<file path="src/rtl/regfile_param.sv">
// Parametrised register file: two async read ports, one sync write port, optional zero R0,
// per-register busy scoreboard. Define REGFILE_BYPASS_EN for same-cycle write-to-read bypass.
module regfile_param #(
    parameter int unsigned DATA_W   = 24,
    parameter int unsigned ADDR_W   = 4,
    parameter int unsigned ZERO_REG = 1
) (
    input  logic              clock,
    input  logic              reset,
    input  logic [ADDR_W-1:0] Rs,
    input  logic [ADDR_W-1:0] Rt,
    output logic [DATA_W-1:0] ReadR1,
    output logic [DATA_W-1:0] ReadR2,
    input  logic [ADDR_W-1:0] Rd,
    input  logic [DATA_W-1:0] WriteD,
    input  logic              RegWrite,
    input  logic              Issue,
    input  logic [ADDR_W-1:0] IssueRd,
    output logic              Busy1,
    output logic              Busy2,
    output logic              Stall
);

    localparam int unsigned DEPTH = 2 ** ADDR_W;

    logic [DATA_W-1:0] r_mem [DEPTH];
    logic [DEPTH-1:0]  r_busy;
    logic [DEPTH-1:0]  w_busy_nxt;
    logic              w_zero_rd;
    logic              w_wr_en;
    logic              w_byp1;
    logic              w_byp2;

    assign w_zero_rd = (ZERO_REG != 0) && (Rd == ADDR_W'(0));
    assign w_wr_en   = RegWrite && !w_zero_rd;

    // Issue sets (newer producer wins), writeback clears, zero R0 never busy
    always_comb begin
        w_busy_nxt = r_busy;
        for (int i = 0; i < int'(DEPTH); i++) begin
            if (Issue && (IssueRd == ADDR_W'(i))) begin
                w_busy_nxt[i] = 1'b1;
            end else if (RegWrite && (Rd == ADDR_W'(i))) begin
                w_busy_nxt[i] = 1'b0;
            end
        end
        if (ZERO_REG != 0) begin
            w_busy_nxt[0] = 1'b0;
        end
    end

    always_ff @(posedge clock or posedge reset) begin
        if (reset) begin
            for (int i = 0; i < int'(DEPTH); i++) begin
                r_mem[i] <= '0;
            end
            r_busy <= '0;
        end else begin
            if (w_wr_en) begin
                r_mem[Rd] <= WriteD;
            end
            r_busy <= w_busy_nxt;
        end
    end

`ifdef REGFILE_BYPASS_EN
    assign w_byp1 = w_wr_en && !reset && (Rd == Rs);
    assign w_byp2 = w_wr_en && !reset && (Rd == Rt);
`else
    assign w_byp1 = 1'b0;
    assign w_byp2 = 1'b0;
`endif

    always_comb begin
        ReadR1 = r_mem[Rs];
        ReadR2 = r_mem[Rt];
        if (w_byp1) begin
            ReadR1 = WriteD;
        end
        if (w_byp2) begin
            ReadR2 = WriteD;
        end
        if ((ZERO_REG != 0) && (Rs == ADDR_W'(0))) begin
            ReadR1 = '0;
        end
        if ((ZERO_REG != 0) && (Rt == ADDR_W'(0))) begin
            ReadR2 = '0;
        end
    end

    assign Busy1 = r_busy[Rs] && !w_byp1;
    assign Busy2 = r_busy[Rt] && !w_byp2;
    assign Stall = Busy1 || Busy2;

endmodule

</file>
<file path="config.mk">
export PLATFORM = sky130hd
export DESIGN_NAME = regfile_param
export DESIGN_NICKNAME = d
export VERILOG_FILES = /design/src/rtl/regfile_param.sv
export SDC_FILE = /design/constraint.sdc
export NUM_CORES = 1
export LEC_CHECK = 0
export CAP_MARGIN = 20
export CORE_MARGIN = 5
export CORE_UTILIZATION = 56
export DETAILED_ROUTE_END_ITERATION = 7
export PLACE_DENSITY = 0.75
export SLEW_MARGIN = 25
export SYNTH_ARGS = -nofsm -noshare
export SYNTH_HDL_FRONTEND = slang
export SYNTH_SLANG_ARGS = --single-unit
</file>
<file path="constraint.sdc">
create_clock -name clock -period 33.6 [get_ports clock]
set_input_delay 3.36 -clock clock [delete_from_list [all_inputs] [get_ports clock]]
set_output_delay 3.36 -clock clock [all_outputs]
set_load 0.05 [all_outputs]
</file>
==> results of run 1 <==
flip-flops by register name, indices dropped and copies added, names as in the netlist:
| name | cells |
|---|---|
| r_busy | 15 |
| r_mem | 360 |
cells in the mapped netlist:
cell	count
mux4_2	150
o311ai_1	2
o32ai_1	1
mux2_4	19
o21a_1	1
a221o_1	45
nand2b_1	53
clkbuf_1	51
or3_1	3
nor2b_1	5
buf_6	12
a21oi_1	90
mux2_1	49
inv_1	2
nand3b_1	6
buf_4	16
or2_1	1
nand2_1	12
buf_2	60
o31ai_1	3
mux2_2	340
dfrtp_1	375
a22oi_1	1
nand3_1	5
nor2_1	10
a221oi_1	2
mux2i_1	56
nor3b_1	1
buf_1	1
o21ai_0	21
report_power, final:
part / internal [mW] / switching [mW] / leakage, nW
combinational: 0.214 / 0.158 / 4.25
clock: 0.307 / 0.187 / 0.743
sequential: 0.558 / 0.0767 / 4.59
worst max-delay path: stages:
cell and delay (ns):
buf_6 0.65, buf_4 0.61, nor2b_2 0.25, buf_4 0.31, a221o_1 0.37, a21oi_1 0.21, a21oi_1 0.08, clkdlybuf4s50_1 0.75
kinds of logic after synthesis:
kind of cell | after synthesis | synth area share
AOI/OAI and AO/OA | 166 | 0.0533
buffers and inverters | 142 | 0.0372
DFF | 375 | 0.460
muxes | 614 | 0.422
and+or+nand+nor | 96 | 0.0269
layer usage:
metal  up-vias  GRT usage  routed length [um]
li1       5402          -                   -
met1      6830      0.344               20900
met2       454      0.434               26000
met3        91     0.0462                3140
met4         0     0.0688                1210
met5         -          0                   0
final timing paths:
path | startpoint | to | slack, ns | cells past startpoint
worst max-delay path | Rs[0] | ReadR1[18] | 23.56 | 8
worst min register to register | r_busy[8] | r_busy[8] | 0.51 | 2
worst max register to register | r_mem[74] | r_mem[74] | 32.77 | 1
worst min-delay path | r_busy[8] | r_busy[8] | 0.51 | 2
max in group asynchronous | reset | r_mem[268] | 28.44 | 4
min in group asynchronous | reset | r_mem[6] | 3.34 | 2
layout make-up:
class	instances	share of cell area
Clock inverter	14	0.00866
Multi-Input combinational cell	876	0.446
Sequential cell	375	0.406
Clock buffer	60	0.0563
Inverter	2	0.000649
Timing Repair Buffer	125	0.0575
Tap cell	461	0.0249
==> run_results.csv, run 1 <==
group,metric,value,unit
outcome,outcome,"complete, no violations",
synthesis,yosysTopAreaCellShare,0.460,
clocking,htreeDepth,2,
drt,drt_wl_total,51200,um
drt,antenna_left,0,
synthesis,synth_area_leader_cell,"dfrtp_1",
layout,num_antenna_cells,0,
synthesis,avgSynthCellArea,14.6,um^2
sta,rsz0062_at_grt,"no",
layout,multi_input_area,10300,um^2
die,dieWidth,201,um
clocking,cts_tree,"done",
sta,fin_hold_ws,0.509,ns
layout,final_cells,1913,
layout,areaGrowthSynthToFinish,13.5,%
layout,layout.area.seq,9380,um^2
synthesis,syn_inst,1393,
worst_hold_path,hp-class,"flop to flop",
synthesis,ys_seq_area_frac,0.460,
layout,final_core_util,0.647,
placement,dpl_worst_slack,23.50,ns
placement,post-dp-hpwl,29700,um
drt,route.detailed.drc,0,
worst_setup_path,path_class,"primary input to primary output",
sta,report.final.slew_viol_count,0,
die,ioPinCount,95,
synthesis,synth.area.top_cells,"dfrtp_1 46%, mux2_2 19%, mux4_2 17%",
clocking,ctsHoldBuffers,0,
global_route,grt_use_total,0.256,
layout,layout-drive-gt1-share,0.436,
synthesis,ys_seq_elements,375,
layout,nNetsFinal,1466,
placement,portBuffers,94,
drt,drt_iter0_drc,978,
global_route,grt_max_degree,122,
die,die_h,201,um
run,max_cap_viol_count,0,
pwr,irDropWorstVdd,39.3,uV
die,initial_core_util,0.570,
sta,setup_viol,0,
die,core,35700,um^2
drt,vias_per_cell,6.68,
clocking,clk_path_buf_depth,3,
drt,firstDrtPassIters,5,
worst_setup_path,end_kind,"primary output",
global_route,grt_overflow,0,
sta,setup_slack,23.56,ns
worst_setup_path,worstPathRequired,30.24,ns
clocking,clock_latency,0.53,ns
drt,vias,12800,
placement,gp_congestion,0.797,
sta,tns,0,ns
sta,min_period_over_period,0.299,
sta,finalClockSkew,0,ns
pwr,cellPowerDensity,64.8,nW/um^2
clocking,post_cts_resized,0,
synthesis,syn_area,20400,um^2
clocking,cts_sinks,375,
synthesis,yosys.cell_types.count,30,
die,die_area,40300,um^2
synthesis,syn-num-nets,1437,
layout,layout.cells.most_common,"dfrtp_1",
worst_setup_path,cp_max_fo,70,
layout,layout_common_cells,"375 x dfrtp_1, 340 x mux2_2, 150 x mux4_2, 90 x a21oi_1, 86 x clkdlybuf4s50_1",
pwr,p_leak,9.58,nW
placement,place_area,21600,um^2
global_route,antenna_found_initial,0,
sta,fmax,99.6,MHz
sta,relSlewSlack,0.311,
clocking,postCtsSetupRepairBufs,0,
sta,hold_viol_final,0,
sta,worst_pin_slew,1.03,ns
die,rows,69,
placement,place_inst,1838,
clocking,numCtsBuffers,42,
drt,routedWlPerCell,26.8,um
global_route,grt_pass1_wl,81800,um
worst_setup_path,start_kind,"primary input",
synthesis,synth_warnings,0,
clocking,cts.clk_slew.worst_paths,0.06,ns
worst_setup_path,cp.arrival,6.68,ns
layout,fin_area,23100,um^2
global_route,grt_pass1_vias,13900,
layout,fill_cells,2565,
pwr,power,1.50,mW
sta,min_period,10.04,ns
clocking,root_buffer,"clkbuf_16",
No activity file was read; power rests on OpenSTA's default activity.
==> run 2: changes to the inputs <==
Settings changed: CORE_UTILIZATION 56 to 55, PLACE_DENSITY 0.75 to 0.77.
Clock period 33.6 ns to 8.1 ns, I/O delays scaled along.
==> run_results.csv, run 2 (synthesis results as in run 1) <==
group,metric,value,unit
drt,drt_wl_total,49800,um
layout,largest_reg_flops,360,
clocking,cts_sinks,375,
drt,route.detailed.drc,0,
layout,layout_common_cells,"375 x dfrtp_1, 340 x mux2_2, 150 x mux4_2, 90 x a21oi_1, 86 x clkdlybuf4s50_1",
worst_setup_path,r2r_slack,7.27,ns
worst_setup_path,worstPathRequired,7.29,ns
pwr,cellPowerDensity,264,nW/um^2
global_route,grt_pass1_wl,79200,um
sta,fmax,207,MHz
worst_setup_path,r2r-start,"r_mem[182]",
drt,firstDrtPassIters,5,
drt,drt_iter0_drc,779,
clocking,postCtsSetupRepairBufs,0,
layout,num_antenna_cells,0,
die,dieWidth,203,um
sta,rsz0062_at_grt,"no",
worst_setup_path,cp.arrival,4.01,ns
worst_hold_path,hp-class,"flop to flop",
pwr,p_leak,9.50,nW
drt,routedWlPerCell,26.0,um
layout,nNetsFinal,1463,
clocking,cts_tree,"done",
global_route,grt_pass1_vias,13700,
clocking,ctsHoldBuffers,0,
layout,layout.cells.most_common,"dfrtp_1",
die,die_h,203,um
worst_hold_path,holdPathEnd,"r_busy[1]",
worst_hold_path,min_from,"r_busy[1]",
worst_setup_path,path_class,"primary input to primary output",
sta,tns,0,ns
clocking,root_buffer,"clkbuf_16",
drt,vias_per_cell,6.58,
placement,post-dp-hpwl,28900,um
worst_setup_path,end_kind,"primary output",
die,rows,70,
worst_setup_path,cp_max_fo,39,
clocking,clk_path_buf_depth,3,
die,ioPinCount,95,
sta,relSlewSlack,0.262,
outcome,outcome,"complete, no violations",
die,die_area,41000,um^2
layout,areaGrowthSynthToFinish,12.8,%
pwr,irDropWorstVdd,147,uV
sta,min_period_over_period,0.596,
worst_setup_path,start_kind,"primary input",
global_route,grt_max_degree,165,
clocking,clock_latency,0.53,ns
sta,fin_hold_ws,0.508,ns
clocking,post_cts_resized,0,
worst_setup_path,ff2ff_path_depth,1,
layout,multi_input_area,10300,um^2
run,max_cap_viol_count,0,
placement,portBuffers,94,
layout,reg_top3,"r_mem: 360 flops, r_busy: 15 flops",
layout,final_core_util,0.628,
sta,finalClockSkew,0,ns
sta,setup_viol,0,
placement,gp_congestion,0.807,
sta,min_period,4.82,ns
layout,largest-register,"r_mem",
clocking,cts.clk_slew.worst_paths,0.06,ns
global_route,antenna_found_initial,0,
layout,layout.area.seq,9380,um^2
die,initial_core_util,0.557,
clocking,numCtsBuffers,43,
global_route,grt_overflow,0,
layout,layout-drive-gt1-share,0.427,
global_route,grt_use_total,0.245,
sta,hold_viol_final,0,
sta,worst_pin_slew,1.10,ns
worst_setup_path,r2r-end,"r_mem[182]",
sta,report.final.slew_viol_count,0,
die,core,36600,um^2
drt,vias,12600,
clocking,htreeDepth,2,
worst_hold_path,hold_path_depth,2,
layout,fill_cells,2695,
drt,antenna_left,0,
==> run 2: worst max-delay path by stage <==
stage	startpoint	endpoint	slack [ns]	cells past startpoint
final	Rt[1]	Stall	3.28	7
after global routing	Rt[0]	ReadR2[5]	3.11	7
after CTS	Rt[1]	Stall	3.26	7
after detailed placement	Rt[0]	Stall	3.27	7
after global placement	Rt[0]	ReadR2[5]	3.29	7
after floorplan	reset	r_busy[10]	2.25	1
==> run 2: critical path: stages <==
cell and delay (ns):
buf_4 0.54, nor2b_2 0.73, buf_4 0.39, a221oi_1 0.15, o311ai_1 0.39, or2_1 0.16, clkdlybuf4s50_1 0.79
==> run 2: area by class of cell <==
class	instances	share of cell area
Inverter	2	0.000490
Sequential cell	375	0.408
Clock buffer	65	0.0544
Multi-Input combinational cell	876	0.449
Tap cell	468	0.0255
Timing Repair Buffer	121	0.0572
Clock inverter	8	0.00501
==> run 2: routing by layer <==
| layer | vias to the layer above | track usage | wire, um |
|---|---|---|---|
| met1 | 6733 | 0.327 | 20900 |
| li1 | 5404 | - | - |
| met2 | 372 | 0.420 | 25100 |
| met3 | 87 | 0.0379 | 2490 |
| met5 | - | 0 | 0 |
| met4 | 0 | 0.0732 | 1340 |
==> run 2: through the flow <==
stage | setup slack, ns | power [mW] | instances | area, um^2
final | 3.28 | 6.07 | 1915 | 23000
after global routing | 3.11 | 6.35 | 1915 | 23000
after CTS | 3.26 | 6.11 | 1912 | 22900
after detailed placement | 3.27 | 4.20 | 1839 | 21500
after global placement | 3.29 | 4.11 | 1833 | 21400
after floorplan | 2.25 | 3.80 | 1393 | 20400
==> run 2: power breakdown <==
| group | internal, mW | switching [mW] | total [mW] |
|---|---|---|---|
| Sequential | 2.31 | 0.317 | 2.63 |
| Combinational | 0.887 | 0.658 | 1.54 |
| Clock | 1.15 | 0.740 | 1.89 |
| Total | 4.35 | 1.71 | 6.07 |
==> run 3: changes to the inputs <==
Settings changed: CORE_UTILIZATION 55 to 56, PLACE_DENSITY 0.77 to 0.75.
Clock period 8.1 ns to 5 ns, I/O delays scaled along.
==> run_results.csv, run 3 (synthesis results as in run 1) <==
group,metric,value,unit
outcome,outcome,"complete, no violations",
die,ioPinCount,95,
worst_setup_path,cp.arrival,3.35,ns
global_route,use_met2,0.446,
worst_setup_path,path_class,"primary input to primary output",
sta,worst_pin_slew,1.10,ns
pwr,cellPowerDensity,433,nW/um^2
worst_setup_path,start_kind,"primary input",
global_route,grt_max_degree,145,
layout,final_cells,1924,
layout,largest_reg_flops,360,
layout,areaGrowthSynthToFinish,13.8,%
drt,antenna_left,0,
layout,largest-register,"r_mem",
die,rows,69,
drt,drt_iter0_drc,778,
global_route,antenna_found_initial,0,
global_route,gr-max-usage-layer,"met2",
drt,route.detailed.drc,0,
clocking,cts_tree,"done",
worst_setup_path,cp_max_fo,50,
layout,layout-drive-gt1-share,0.439,
worst_setup_path,worstPathRequired,4.50,ns
layout,final_core_util,0.649,
drt,routedWlPerCell,26.9,um
clocking,cts.clk_slew.worst_paths,0.06,ns
drt,vias,12800,
drt,firstDrtPassIters,5,
die,initial_core_util,0.570,
pwr,irDropWorstVdd,321,uV
die,core,35700,um^2
sta,min_period,3.85,ns
layout,fill_cells,2563,
sta,rsz0062_at_grt,"no",
global_route,grt_pass1_wl,81800,um
placement,gp_congestion,0.795,
drt,vias_per_cell,6.67,
global_route,grt_pass1_vias,14000,
clocking,postCtsSetupRepairBufs,0,
layout,layout_common_cells,"375 x dfrtp_1, 340 x mux2_2, 150 x mux4_2, 90 x a21oi_1, 86 x clkdlybuf4s50_1",
sta,min_period_over_period,0.769,
clocking,htreeDepth,2,
die,dieWidth,201,um
placement,place_inst,1852,
global_route,met1_usage,0.339,
sta,relSlewSlack,0.265,
layout,reg_top3,"r_mem: 360 flops, r_busy: 15 flops",
layout,nNetsFinal,1479,
sta,tns,0,ns
clocking,clk_path_buf_depth,3,
layout,layout.cells.most_common,"dfrtp_1",
worst_hold_path,hp-class,"flop to flop",
global_route,grt_use_met3,0.0388,
layout,num_antenna_cells,0,
die,die_area,40300,um^2
global_route,grt_overflow,0,
clocking,post_cts_resized,0,
sta,finalClockSkew,0,ns
placement,portBuffers,94,
run,max_cap_viol_count,0,
clocking,clock_latency,0.55,ns
global_route,grt_use_total,0.257,
sta,setup_viol,0,
clocking,cts_sinks,375,
worst_setup_path,end_kind,"primary output",
placement,post-dp-hpwl,31700,um
drt,drt_wl_total,51800,um
die,die_h,201,um
sta,fmax,260,MHz
sta,hold_viol_final,0,
clocking,root_buffer,"clkbuf_16",
pwr,p_leak,9.63,nW
sta,report.final.slew_viol_count,0,
clocking,ctsHoldBuffers,0,
clocking,numCtsBuffers,42,
## run 3: changes by cell type in the layout (fill, tap and decap cells not counted), sizes merged
| cell | delta |
|---|---|
| clkinv | +2 |
| inv | +1 |
| bufinv | +2 |
| buf | +17 |
| clkinvlp | +1 |
| clkbuf | -7 |
## run 3: layout make-up
class	instances	area [um^2]	share of cell area
clock buffers	58	1250	0.0541
clock inverters	14	205	0.00885
inverters	2	11.3	0.000486
multi-input cells	876	10300	0.445
flip-flops and latches	375	9380	0.405
well taps	461	577	0.0249
repair buffers	138	1440	0.0620
## run 3: through the flow
| step | area (um^2) | total power [mW] | hold slack, ns | setup slack (ns) |
|---|---|---|---|---|
| 4_1_cts | 23200 | 10.1 | 0.512 | 1.20 |
| 2_1_floorplan | 20400 | 6.16 | 0.460 | -0.536 |
| 3_5_place_dp | 21700 | 6.82 | 0.498 | 1.21 |
| 3_3_place_gp | 21600 | 6.68 | 0.485 | 1.25 |
| 6_report | 23200 | 10.0 | 0.511 | 1.15 |
| 5_1_grt | 23200 | 10.5 | 0.528 | 1.09 |
## run 3: layer usage
| metal | up-vias | wire, um |
|---|---|---|
| met4 | 0 | 1300 |
| met2 | 425 | 26800 |
| met5 | - | 0 |
| met3 | 93 | 2580 |
| li1 | 5423 | - |
| met1 | 6890 | 21100 |
## run 3: critical path, cell delays in order
cell             delay, ns
buf_6                 0.27
nor2b_2               0.74
buf_4                 0.37
a221o_1               0.18
a21oi_1               0.06
a21oi_1               0.30
clkdlybuf4s50_1       0.87
## run 3: power by group
group	switching (mW)	leakage, nW	total (mW)	internal, mW
Sequential	0.522	4.59	4.27	3.75
Combinational	1.08	4.31	2.53	1.45
Clock	1.24	0.721	3.25	2.01
Total	2.85	9.63	10.0	7.20
## run 3: path summary, 6_finish.rpt
| check | slack [ns] | from | endpoint | cells past startpoint |
|---|---|---|---|---|
| hold reg to reg | 0.51 | r_mem[176] | r_mem[176] | 1 |
| setup / recovery | 1.15 | Rs[0] | ReadR1[14] | 7 |
| min in group asynchronous | 0.53 | reset | r_mem[11] | 3 |
| hold / removal | 0.51 | r_mem[176] | r_mem[176] | 1 |
| setup reg to reg | 4.15 | r_mem[175] | r_mem[175] | 1 |
| max in group asynchronous | 3.77 | reset | r_mem[26] | 3 |
